**config.mk**
```make
export PLATFORM = sky130hd
export DESIGN_NAME = jtopl_reg_wr
export DESIGN_NICKNAME = d
export VERILOG_FILES = /design/src/rtl/jtopl_reg_wr.sv
export SDC_FILE = /design/constraint.sdc
export NUM_CORES = 1
export LEC_CHECK = 0
export ABC_AREA = 1
export ABC_CLOCK_PERIOD_IN_PS = 4900
export BUFFER_PORTS_ARGS = -buffer_cell sky130_fd_sc_hd__buf_4
export CAP_MARGIN = 20
export CORE_ASPECT_RATIO = 0.6
export CORE_UTILIZATION = 35
export CTS_CLUSTER_DIAMETER = 60
export DETAILED_ROUTE_END_ITERATION = 10
export PLACE_DENSITY_LB_ADDON = 0.1
export SETUP_SLACK_MARGIN = 0.4
export SLEW_MARGIN = 10
export SYNTH_ARGS = -nofsm -noshare
export SYNTH_HDL_FRONTEND = slang
export SYNTH_SLANG_ARGS = --single-unit
```
**constraint.sdc**
```tcl
create_clock -name clk -period 4.9 [get_ports clk]
set_input_delay 0.98 -clock clk [delete_from_list [all_inputs] [get_ports clk]]
set_output_delay 0.98 -clock clk [all_outputs]
set_load 0.05 [all_outputs]
```
**src/rtl/jtopl_reg_wr.sv**
```systemverilog
// rtl/jtopl_reg_wr.sv - OPL operator register write sequencer; JTOPL_WR_BUSY_EN makes data writes during busy ignored instead of replacing.
module jtopl_reg_wr (
    input  logic       clk,
    input  logic       rst_n,
    input  logic       cen,
    input  logic       wr_n,
    input  logic       addr,
    input  logic [7:0] din,
    output logic [7:0] dout,
    output logic       up_mult,
    output logic       up_ksl_tl,
    output logic       up_ar_dr,
    output logic       up_sl_rr,
    output logic       up_wav,
    output logic       update_op_I,
    output logic       update_op_II,
    output logic       update_op_IV,
    output logic [4:0] slot,
    output logic       busy
);

    typedef enum logic [1:0] {
        S_IDLE    = 2'd0,
        S_WAIT_I  = 2'd1,
        S_WAIT_IV = 2'd2
    } state_t;

    state_t     state, state_nx;
    logic [7:0] addr_q;
    logic [4:0] grp_q;
    logic [4:0] target_q;
    logic [4:0] grp_dec;
    logic [4:0] target_dec;
    logic       target_ok;
    logic [4:0] target_p1;
    logic [4:0] target_p3;
    logic       addr_wr;
    logic       data_wr;
    logic       accept;
    logic       fire_ok;

    assign addr_wr = !wr_n && !addr;
    assign data_wr = !wr_n && addr;

    // Group one-hot: {wav, sl_rr, ar_dr, ksl_tl, mult}
    always_comb begin
        grp_dec = 5'b00000;
        case (addr_q[7:4])
            4'h2, 4'h3: grp_dec = 5'b00001;
            4'h4, 4'h5: grp_dec = 5'b00010;
            4'h6, 4'h7: grp_dec = 5'b00100;
            4'h8, 4'h9: grp_dec = 5'b01000;
            4'hE, 4'hF: grp_dec = 5'b10000;
            default:    grp_dec = 5'b00000;
        endcase
    end

    // Offsets come in three banks of six operators: slot = bank*6 + index
    always_comb begin
        target_ok  = (addr_q[2:0] <= 3'd5) && (addr_q[4:3] != 2'b11);
        target_dec = {1'b0, addr_q[4:3], 2'b00}
                   + {2'b00, addr_q[4:3], 1'b0}
                   + {2'b00, addr_q[2:0]};
    end

`ifdef JTOPL_WR_BUSY_EN
    assign accept = data_wr && target_ok && (grp_dec != 5'b00000) && (state == S_IDLE);
`else
    assign accept = data_wr && target_ok && (grp_dec != 5'b00000);
`endif

    always_comb begin
        target_p1 = (target_q == 5'd17) ? 5'd0 : target_q + 5'd1;
        target_p3 = (target_q >= 5'd15) ? target_q - 5'd15 : target_q + 5'd3;
    end

    always_ff @(posedge clk) begin
        if (!rst_n) begin
            state <= S_IDLE;
        end else begin
            state <= state_nx;
        end
    end

    always_comb begin
        state_nx = state;
        if (accept) begin
            state_nx = S_WAIT_I;
        end else begin
            case (state)
                S_WAIT_I:  if (update_op_I)  state_nx = S_WAIT_IV;
                S_WAIT_IV: if (update_op_IV) state_nx = S_IDLE;
                default:   state_nx = state;
            endcase
        end
    end

    // A write landing this clk restarts the sequence, so nothing may fire on it
    always_comb begin
        fire_ok      = cen && !accept;
        update_op_I  = fire_ok && (state == S_WAIT_I)  && (slot == target_q);
        update_op_II = fire_ok && (state == S_WAIT_IV) && (slot == target_p1);
        update_op_IV = fire_ok && (state == S_WAIT_IV) && (slot == target_p3);
`ifdef JTOPL_WR_BUSY_EN
        busy = (state != S_IDLE);
`else
        busy = 1'b0;
`endif
    end

    always_ff @(posedge clk) begin
        if (!rst_n) begin
            addr_q   <= 8'd0;
            dout     <= 8'd0;
            grp_q    <= 5'd0;
            target_q <= 5'd0;
            slot     <= 5'd0;
        end else begin
            if (addr_wr) begin
                addr_q <= din;
            end
            if (accept) begin
                dout     <= din;
                grp_q    <= grp_dec;
                target_q <= target_dec;
            end else if (update_op_IV) begin
                grp_q <= 5'd0;
            end
            if (cen) begin
                slot <= (slot == 5'd17) ? 5'd0 : slot + 5'd1;
            end
        end
    end

    assign up_mult   = grp_q[0];
    assign up_ksl_tl = grp_q[1];
    assign up_ar_dr  = grp_q[2];
    assign up_sl_rr  = grp_q[3];
    assign up_wav    = grp_q[4];

endmodule

```
After elaboration in Yosys (flattened, before gate mapping)

Memory sizes are Yosys's and may differ from the RTL's. A register that Yosys moved wholly into a read port is not among the register bits.
Index checks and enable logic that the tools add are counted.
Widths: inputs -> output; s select.

Register bits after elaboration: 33
Memory bits (read-only): 80
Bits of input ports: 13
Word-level logic and storage cells: 61
Memories: 1

Memories:

| memory           | depth | width | read ports | clocked after Yosys merged registers in | write ports | line | RTL |
|---|---|---|---|---|---|---|---|
| (name not given) | 16    | 5     | 1          | 1                                       | 0           | 48   | `case (addr_q[7:4])` |

Add/subtract/negate cells: 6
$lt $le $gt $ge: 2
Eq/ne operators: 12
Multiplexer cells: 11
Bitwise gates (word level): 1
Reduce and logical (&&, ||, !) cells: 21

Operators with widths:

| operator            | count |
|---|---|
| $mux 5              | 5 |
| $eq 5x5->1          | 3 |
| $logic_and 1x1->1   | 11 |
| $add 5x1->5 const B | 2 |
| $eq 5x5->1 const B  | 2 |
| $mux 4              | 2 |
| $ne 2x2->1 const B  | 3 |
| $ne 3x3->1 const B  | 2 |
| $reduce_and 3->1    | 2 |
| $add 4x3->5         | 1 |
| $add 5x2->5 const B | 1 |
| $add 5x3->5         | 1 |
| $ge 5x4->1 const B  | 1 |
| $reduce_bool 5->1   | 1 |
| $sub 5x4->5 const B | 1 |
| $mux 2              | 2 |
| $pmux 2 s2          | 1 |
| $reduce_bool 2->1   | 2 |
| $le 3x3->1 const B  | 1 |
| $logic_not 1->1     | 3 |
| $reduce_bool 3->1   | 1 |
| $eq 2x1->1 const B  | 1 |
| $eq 2x2->1 const B  | 1 |
| $reduce_or 2->1     | 1 |
| 2 further kinds     | 2 |

Logic depth before layout (Yosys ltp)

Gate-level depths: netlist of run 1.

Word-level depth: 11
Mapped depth: 15

Worst setup path before layout of run 1

OpenSTA, ideal clock, no wires.

Path kind: register to output
Start: reg target_q[0]
End: out update_op_II
Arrival: 2.326 ns
Required time: 3.920 ns
Path slack: 1.594 ns
Stages on the path, launching flop included: 10
Path buffers: 0
Path through: dfxtp_1 > ha_1 > nand2_1 > nor2_1 > ha_1 > inv_1 > nand2_1 > xor2_1 > nand3_1 > nor4b_2

Longest elaborated chain between the ends: 4
Elaborated cells between the ends (all ways): 5

RTL lines:

| element                                          | line | RTL |
|---|---|---|
| start, declared                                  | 31   | `logic [4:0] target_q;` |
| start signal, assigned                           | 125  | `target_q <= target_dec;` |
| $add 5x1->5 / $eq 5x5->1 (equally long branches) | 73   | `target_p1 = (target_q == 5'd17) ? 5'd0 : target_q + 5'd1;` |
| $mux 5 (*)                                       | 73   |  |
| $eq 5x5->1 (*)                                   | 102  | `update_op_II = fire_ok && (state == S_WAIT_IV) && (slot == target_p1);` |
| $logic_and 1x1->1 (*)                            | 102  |  |
| end, declared                                    | 16   | `output logic update_op_II,` |

Mark *: on every way between the ends. The rest lies on a longest branch, timed or not.

Worst setup path in the final report of run 1

Ends and elaborated chain as after synthesis.

==> results of run 1 <==
[registers in the layout, summed over array words and instances, names as in the netlist]
register	cells
dout	8
grp_q	5
slot	5
state	2
grp_dec	5
addr_q	8
target_q	5
[stage by stage]
stage	power (mW)	hold WS [ns]	util, %	instances	setup slack [ns]
5_1_grt	0.728	0.492	45.7	383	1.34
6_report	0.691	0.476	45.7	383	1.47
2_1_floorplan	0.443	0.451	-	272	1.59
3_5_place_dp	0.483	0.467	44.0	375	1.80
4_1_cts	0.696	0.480	45.7	383	1.49
3_3_place_gp	0.482	0.466	44.0	375	1.81
[power by group through the flow]
stage                     combinational [mW]  sequential, mW  clock (mW)
after global routing                   0.150           0.344       0.233
after global placement                 0.133           0.349           0
after floorplan                       0.0785           0.364           0
after CTS                              0.134           0.342       0.220
final                                  0.133           0.342       0.216
after detailed placement               0.134           0.349           0
[cell usage after synthesis]
| cell | instances | area [µm²] |
|---|---|---|
| nor2_2 | 4 | 25.0 |
| a21oi_2 | 5 | 43.8 |
| clkbuf_1 | 3 | 11.3 |
| a21oi_1 | 9 | 45.0 |
| nor3_2 | 2 | 20.0 |
| o2111ai_1 | 1 | 8.76 |
| o221ai_1 | 1 | 8.76 |
| nor4_1 | 1 | 6.26 |
| nand4_1 | 1 | 6.26 |
| inv_2 | 6 | 22.5 |
| dfxtp_1 | 38 | 761 |
| nand4_4 | 1 | 21.3 |
| buf_4 | 2 | 15.0 |
| a211oi_1 | 2 | 15.0 |
| buf_2 | 3 | 15.0 |
| xor2_1 | 8 | 70.1 |
| nand3_2 | 5 | 50.1 |
| ha_1 | 8 | 100 |
| o21ai_0 | 22 | 110 |
| o211ai_2 | 1 | 12.5 |
| inv_1 | 23 | 86.3 |
| o21bai_1 | 1 | 7.51 |
| fa_1 | 2 | 40.0 |
| conb_1 | 1 | 3.75 |
| nand2_4 | 1 | 11.3 |
| nand2_2 | 3 | 18.8 |
| nand2_1 | 47 | 176 |
| nor2_1 | 52 | 195 |
| nor3_1 | 4 | 20.0 |
| nand3_1 | 14 | 70.1 |
| nor4b_2 | 1 | 15.0 |
[logic make-up after synthesis]
logic type,count (synthesis),synth area share [%]
compound gates,42,12.5
simple gates,136,31.6
buf+inv,37,7.46
other cells,1,0.186
xor+xnor,8,3.48
flops,38,37.8
fa+ha+maj,10,6.97
[final timing paths]
path              cells after the start  slack (ns)                    end                     start
setup reg to reg                     14        2.79  grp_q[0]$_SDFFE_PN0P_  target_q[0]$_SDFFE_PN0P_
setup / recovery                     10        1.47           update_op_II  target_q[0]$_SDFFE_PN0P_
hold reg to reg                       2        0.48  grp_q[3]$_SDFFE_PN0P_     grp_q[3]$_SDFFE_PN0P_
hold / removal                        2        0.48  grp_q[3]$_SDFFE_PN0P_     grp_q[3]$_SDFFE_PN0P_
[placed cells by master (no fill, tap or decap), drive strengths merged, types with 6 or more instances in the layout]
| cell | count |
|---|---|
| nor3 | 6 |
| xor2 | 8 |
| nand2 | 51 |
| buf | 34 |
| ha | 8 |
| dfxtp | 38 |
| nor2 | 56 |
| nand3 | 19 |
| a21oi | 14 |
| o21ai | 22 |
| inv | 29 |
[per-layer routing]
metal	wire length (µm)	track usage, %
met5	0	0
met4	23	5.04
met3	168	4.38
met2	1750	23.1
met1	2840	26.6
[critical path, stage by stage (launching register included)]
cell,delay [ns]
dfxtp_1,0.56
ha_1,0.25
nand2_1,0.06
nor2_1,0.11
ha_1,0.25
inv_1,0.06
nand2_1,0.06
xor2_1,0.16
nand3_1,0.12
nor4b_2,0.29
buf_4,0.24
[area by class of cell]
type	count	area, µm²	share of cell area (%)
multi-input cells	197	1100	45.6
well taps	77	96.3	3.99
clock buffers	5	68.8	2.85
repair buffers	34	255	10.6
inverters	29	109	4.51
flip-flops and latches	38	761	31.5
clock inverters	3	21.3	0.882
==> impl_metrics.tcl, run 1 <==
set metrics [dict create \
    power_frac_comb_pct 19.3 \
    cts_sinks 38 \
    cts_buffer_depth 2 \
    relSlewSlack_pct 64.5 \
    p_seq_share_pct 49.4 \
    place_congestion 0.820 \
    initial_core_util_pct 38.1 \
    yosysSeqAreaShare_pct 37.8 \
    synth_cell_types 31 \
    slew_viol_final 0 \
    num_vias 1755 \
    setup-violations-final 0 \
    hold_buffers 0 \
    netlist_instances 272 \
    portBuffers 33 \
    num_antenna_cells 0 \
    grt_max_degree 22 \
    end_kind "primary output" \
    share_clk_of_total_power_pct 31.3 \
    ys_ff_latch 38 \
    antenna_found_initial 0 \
    switching_share_pct 32.0 \
    powerDensity_mw_per_mm2 287 \
    cts_setup_buffers 0 \
    drv_cap 0 \
    drt_iter0_markers 76 \
    tns_ns 0 \
    start_kind "flip-flop" \
    cts_resized 0 \
    rsz0062_at_grt "no" \
    htreeDepth 2 \
    worstSetupPathType "reg2out" \
    fin_crit_sh_pct 70.0 \
    ant_nets 0 \
    fin_crit_ns 3.43 \
    place_area_mm2 0.00232 \
    die_w_um 99.9 \
    internal-power_mw 0.470 \
    syn_avg_cell_area_um2 7.40 \
    synth_area_mm2 0.00201 \
    cts_tree "done" \
    hold_path.class "reg2reg" \
    tightestPinTransition_ns 0.532 \
    finish.net_count 328 \
    worstPathMaxFanout 8 \
    hold_viol 0 \
    ir_drop_uv 142 \
    drc 0 \
    avgViaCountPerCell 4.58 \
    io_pins 35 \
    cts-root-buf "clkbuf_8" \
    final_cell_area_mm2 0.00241 \
    yosysWarningCount 0 \
    die-height_um 60.7 \
    drive_gt1_share_pct 23.2 \
    cts_buffers 5 \
    arrival_ns 2.45 \
    grt_overflow_total 0 \
    dieArea_mm2 0.00607 \
    fp.coreArea_mm2 0.00528 \
    drt-wirelength-per-cell_um 12.5 \
    groute.usage.overall_pct 17.2 \
    p_sw_mw 0.221 \
    post-dp-hpwl_mm 3.59 \
    area_delta_synth_final_pct 19.9 \
    routed_wl_mm 4.79 \
    status "completed" \
    cp.required_ns 3.92 \
    first_pass_iters 4 \
    fill_cells 569 \
    syn-num-nets 295 \
    p_leak_nw 1.10 \
    fmax_ghz 0.292 \
    grt_pass1_vias 1584 \
    finClkSkew_ns 0.00641 \
    num_rows 20 \
    cts.clk_slew.worst_paths_ns 0.08 \
    clk_latency_ns 0.29 \
    grt_first_pass_wirelength_mm 7.76 \
]
(Power assumes the default switching activity.)
==> run 2, diff against run 1 <==
Settings changed: ABC_CLOCK_PERIOD_IN_PS 4900 to 3400.
Clock period 4.9 ns to 3.4 ns, I/O delays scaled along.
==> run 2 against run 1 <==
First-iteration DRC count rose by 39%. Register-to-register slack got worse by 1.5 ns. Count of clock-buffer cells in the layout rose by 2. Power rose by 54%. Worst hold slack got worse by 0.0011 ns. Critical path type unchanged. Largest cell class unchanged. Sequential share of layout area fell by 0.80 points. Critical endpoint is now update_op_IV.
==> impl_metrics.tcl, run 2 (same netlist as run 1, synthesis figures left out) <==
set metrics [dict create \
    status "completed" \
    grt_pass1_vias 1593 \
    area_delta_synth_final_pct 24.4 \
    p_sw_mw 0.309 \
    place_congestion 0.953 \
    drt_iter0_markers 106 \
    setup-violations-final 0 \
    p_seq_share_pct 46.3 \
    die_w_um 99.9 \
    finalNonFillerCells 389 \
    powerDensity_mw_per_mm2 425 \
    cts_buffers 5 \
    grt_max_degree 22 \
    num_antenna_cells 0 \
    worstSetupPathType "reg2out" \
    tns_ns 0 \
    groute.usage.overall_pct 17.5 \
    cp.required_ns 2.72 \
    worstPathMaxFanout 8 \
    fin_crit_sh_pct 84.3 \
    relSlewSlack_pct 66.2 \
    dieArea_mm2 0.00607 \
    slew_viol_final 0 \
    final_cell_area_mm2 0.00250 \
    mostFrequentLayoutCells "nor2_1, nand2_1, buf_4" \
    ant_nets 0 \
    drv_cap 0 \
    setup_slack_ns 0.533 \
    antenna_found_initial 0 \
    start_kind "flip-flop" \
    drc 0 \
    avgViaCountPerCell 4.61 \
    io_pins 35 \
    finish.net_count 334 \
    p_leak_nw 1.14 \
    cts.clk_slew.worst_paths_ns 0.07 \
    cts_sinks 38 \
    cts_tree "done" \
    cts-root-buf "clkbuf_8" \
    cts_buffer_depth 2 \
    rsz0062_at_grt "yes" \
    fp.coreArea_mm2 0.00528 \
    ir_drop_uv 208 \
    htreeDepth 2 \
    largest_registers "addr_q (8), dout (8)" \
    initial_core_util_pct 38.1 \
    num_rows 20 \
    r2r_slack_ns 1.34 \
    layout_commonest_cell "nor2_1" \
    finClkSkew_ns 0.00910 \
    share_clk_of_total_power_pct 35.3 \
    grt_first_pass_wirelength_mm 7.94 \
    place_area_mm2 0.00233 \
    fmax_ghz 0.349 \
    post-place-ws_ns 0.697 \
    tightestPinTransition_ns 0.507 \
    portBuffers 33 \
    clk_latency_ns 0.29 \
    fin_crit_ns 2.87 \
    drive_gt1_share_pct 25.0 \
    drt-wirelength-per-cell_um 12.2 \
    power_frac_comb_pct 18.4 \
    switching_share_pct 29.0 \
    placed_cells 375 \
    grt_overflow_total 0 \
    hold_path.class "reg2reg" \
    hold_viol 0 \
    first_pass_iters 4 \
    post-dp-hpwl_mm 3.55 \
    die-height_um 60.7 \
    end_kind "primary output" \
    routed_wl_mm 4.76 \
    arrival_ns 2.19 \
    internal-power_mw 0.755 \
    num_vias 1793 \
]
## run 2: cell types whose count changed in the layout (fill, tap and decap cells not counted), sizes merged
cell / before / now
buf: 34 / 40
bufinv: 0 / 1
clkbuf: 5 / 7
clkinv: 2 / 0
clkinvlp: 1 / 0
## run 2: layout make-up
type | count | area [µm²]
Fill cell | 546 | 2780
Multi-Input combinational cell | 197 | 1110
Sequential cell | 38 | 769
Timing Repair Buffer | 40 | 308
Inverter | 29 | 109
Tap cell | 77 | 96.3
Clock buffer | 7 | 76.3
Clock inverter | 1 | 30.0
## run 2: through the flow
step / util (%) / power (mW) / hold WS (ns)
after floorplan: - / 0.640 / 0.451
after global placement: 44.1 / 0.699 / 0.463
after detailed placement: 44.1 / 0.697 / 0.467
after CTS: 46.2 / 1.08 / 0.481
after global routing: 47.4 / 1.13 / 0.490
final: 47.4 / 1.06 / 0.475
## run 2: path summary, 6_finish.rpt
path,from,endpoint,depth (start not counted)
setup / recovery,target_q[0]$_SDFFE_PN0P_,update_op_IV,13
hold reg to reg,grp_q[3]$_SDFFE_PN0P_,grp_q[3]$_SDFFE_PN0P_,2
hold / removal,grp_q[3]$_SDFFE_PN0P_,grp_q[3]$_SDFFE_PN0P_,2
setup reg to reg,target_q[0]$_SDFFE_PN0P_,grp_q[0]$_SDFFE_PN0P_,14
## run 2: repair_timing
item                       CTS  global route
hold buffers                 0             0
pin swaps                    0             1
setup endpoints to repair    2             2
resized for setup            2             6
buffers inserted             0             6
## run 2: per-layer routing
layer / global-route usage, % / vias up / wire length [µm]
li1: - / 954 / -
met1: 27.8 / 798 / 2790
met2: 22.2 / 35 / 1620
met3: 4.95 / 6 / 297
met4: 5.04 / 0 / 42
met5: 0 / - / 0
## run 2: critical path, cell delays in order, from the launching register on
cell and delay, ns:
dfxtp_4 0.38, ha_1 0.23, nand2_1 0.07, nor2_1 0.04, ha_1 0.21, nor2_4 0.16
buf_4 0.13, nand3_1 0.08, nand2_1 0.09, nand3_1 0.09, nor2_2 0.13, nand2_4 0.10
inv_2 0.06, buf_6 0.15
## run 2: power groups by stage
stage                     Sequential [mW]  Combinational [mW]  Clock (mW)
final                               0.492               0.195       0.376
after detailed placement            0.503               0.194           0
after floorplan                     0.525               0.115           0
after global placement              0.503               0.196           0
after CTS                           0.493               0.195       0.389
after global routing                0.497               0.219       0.410
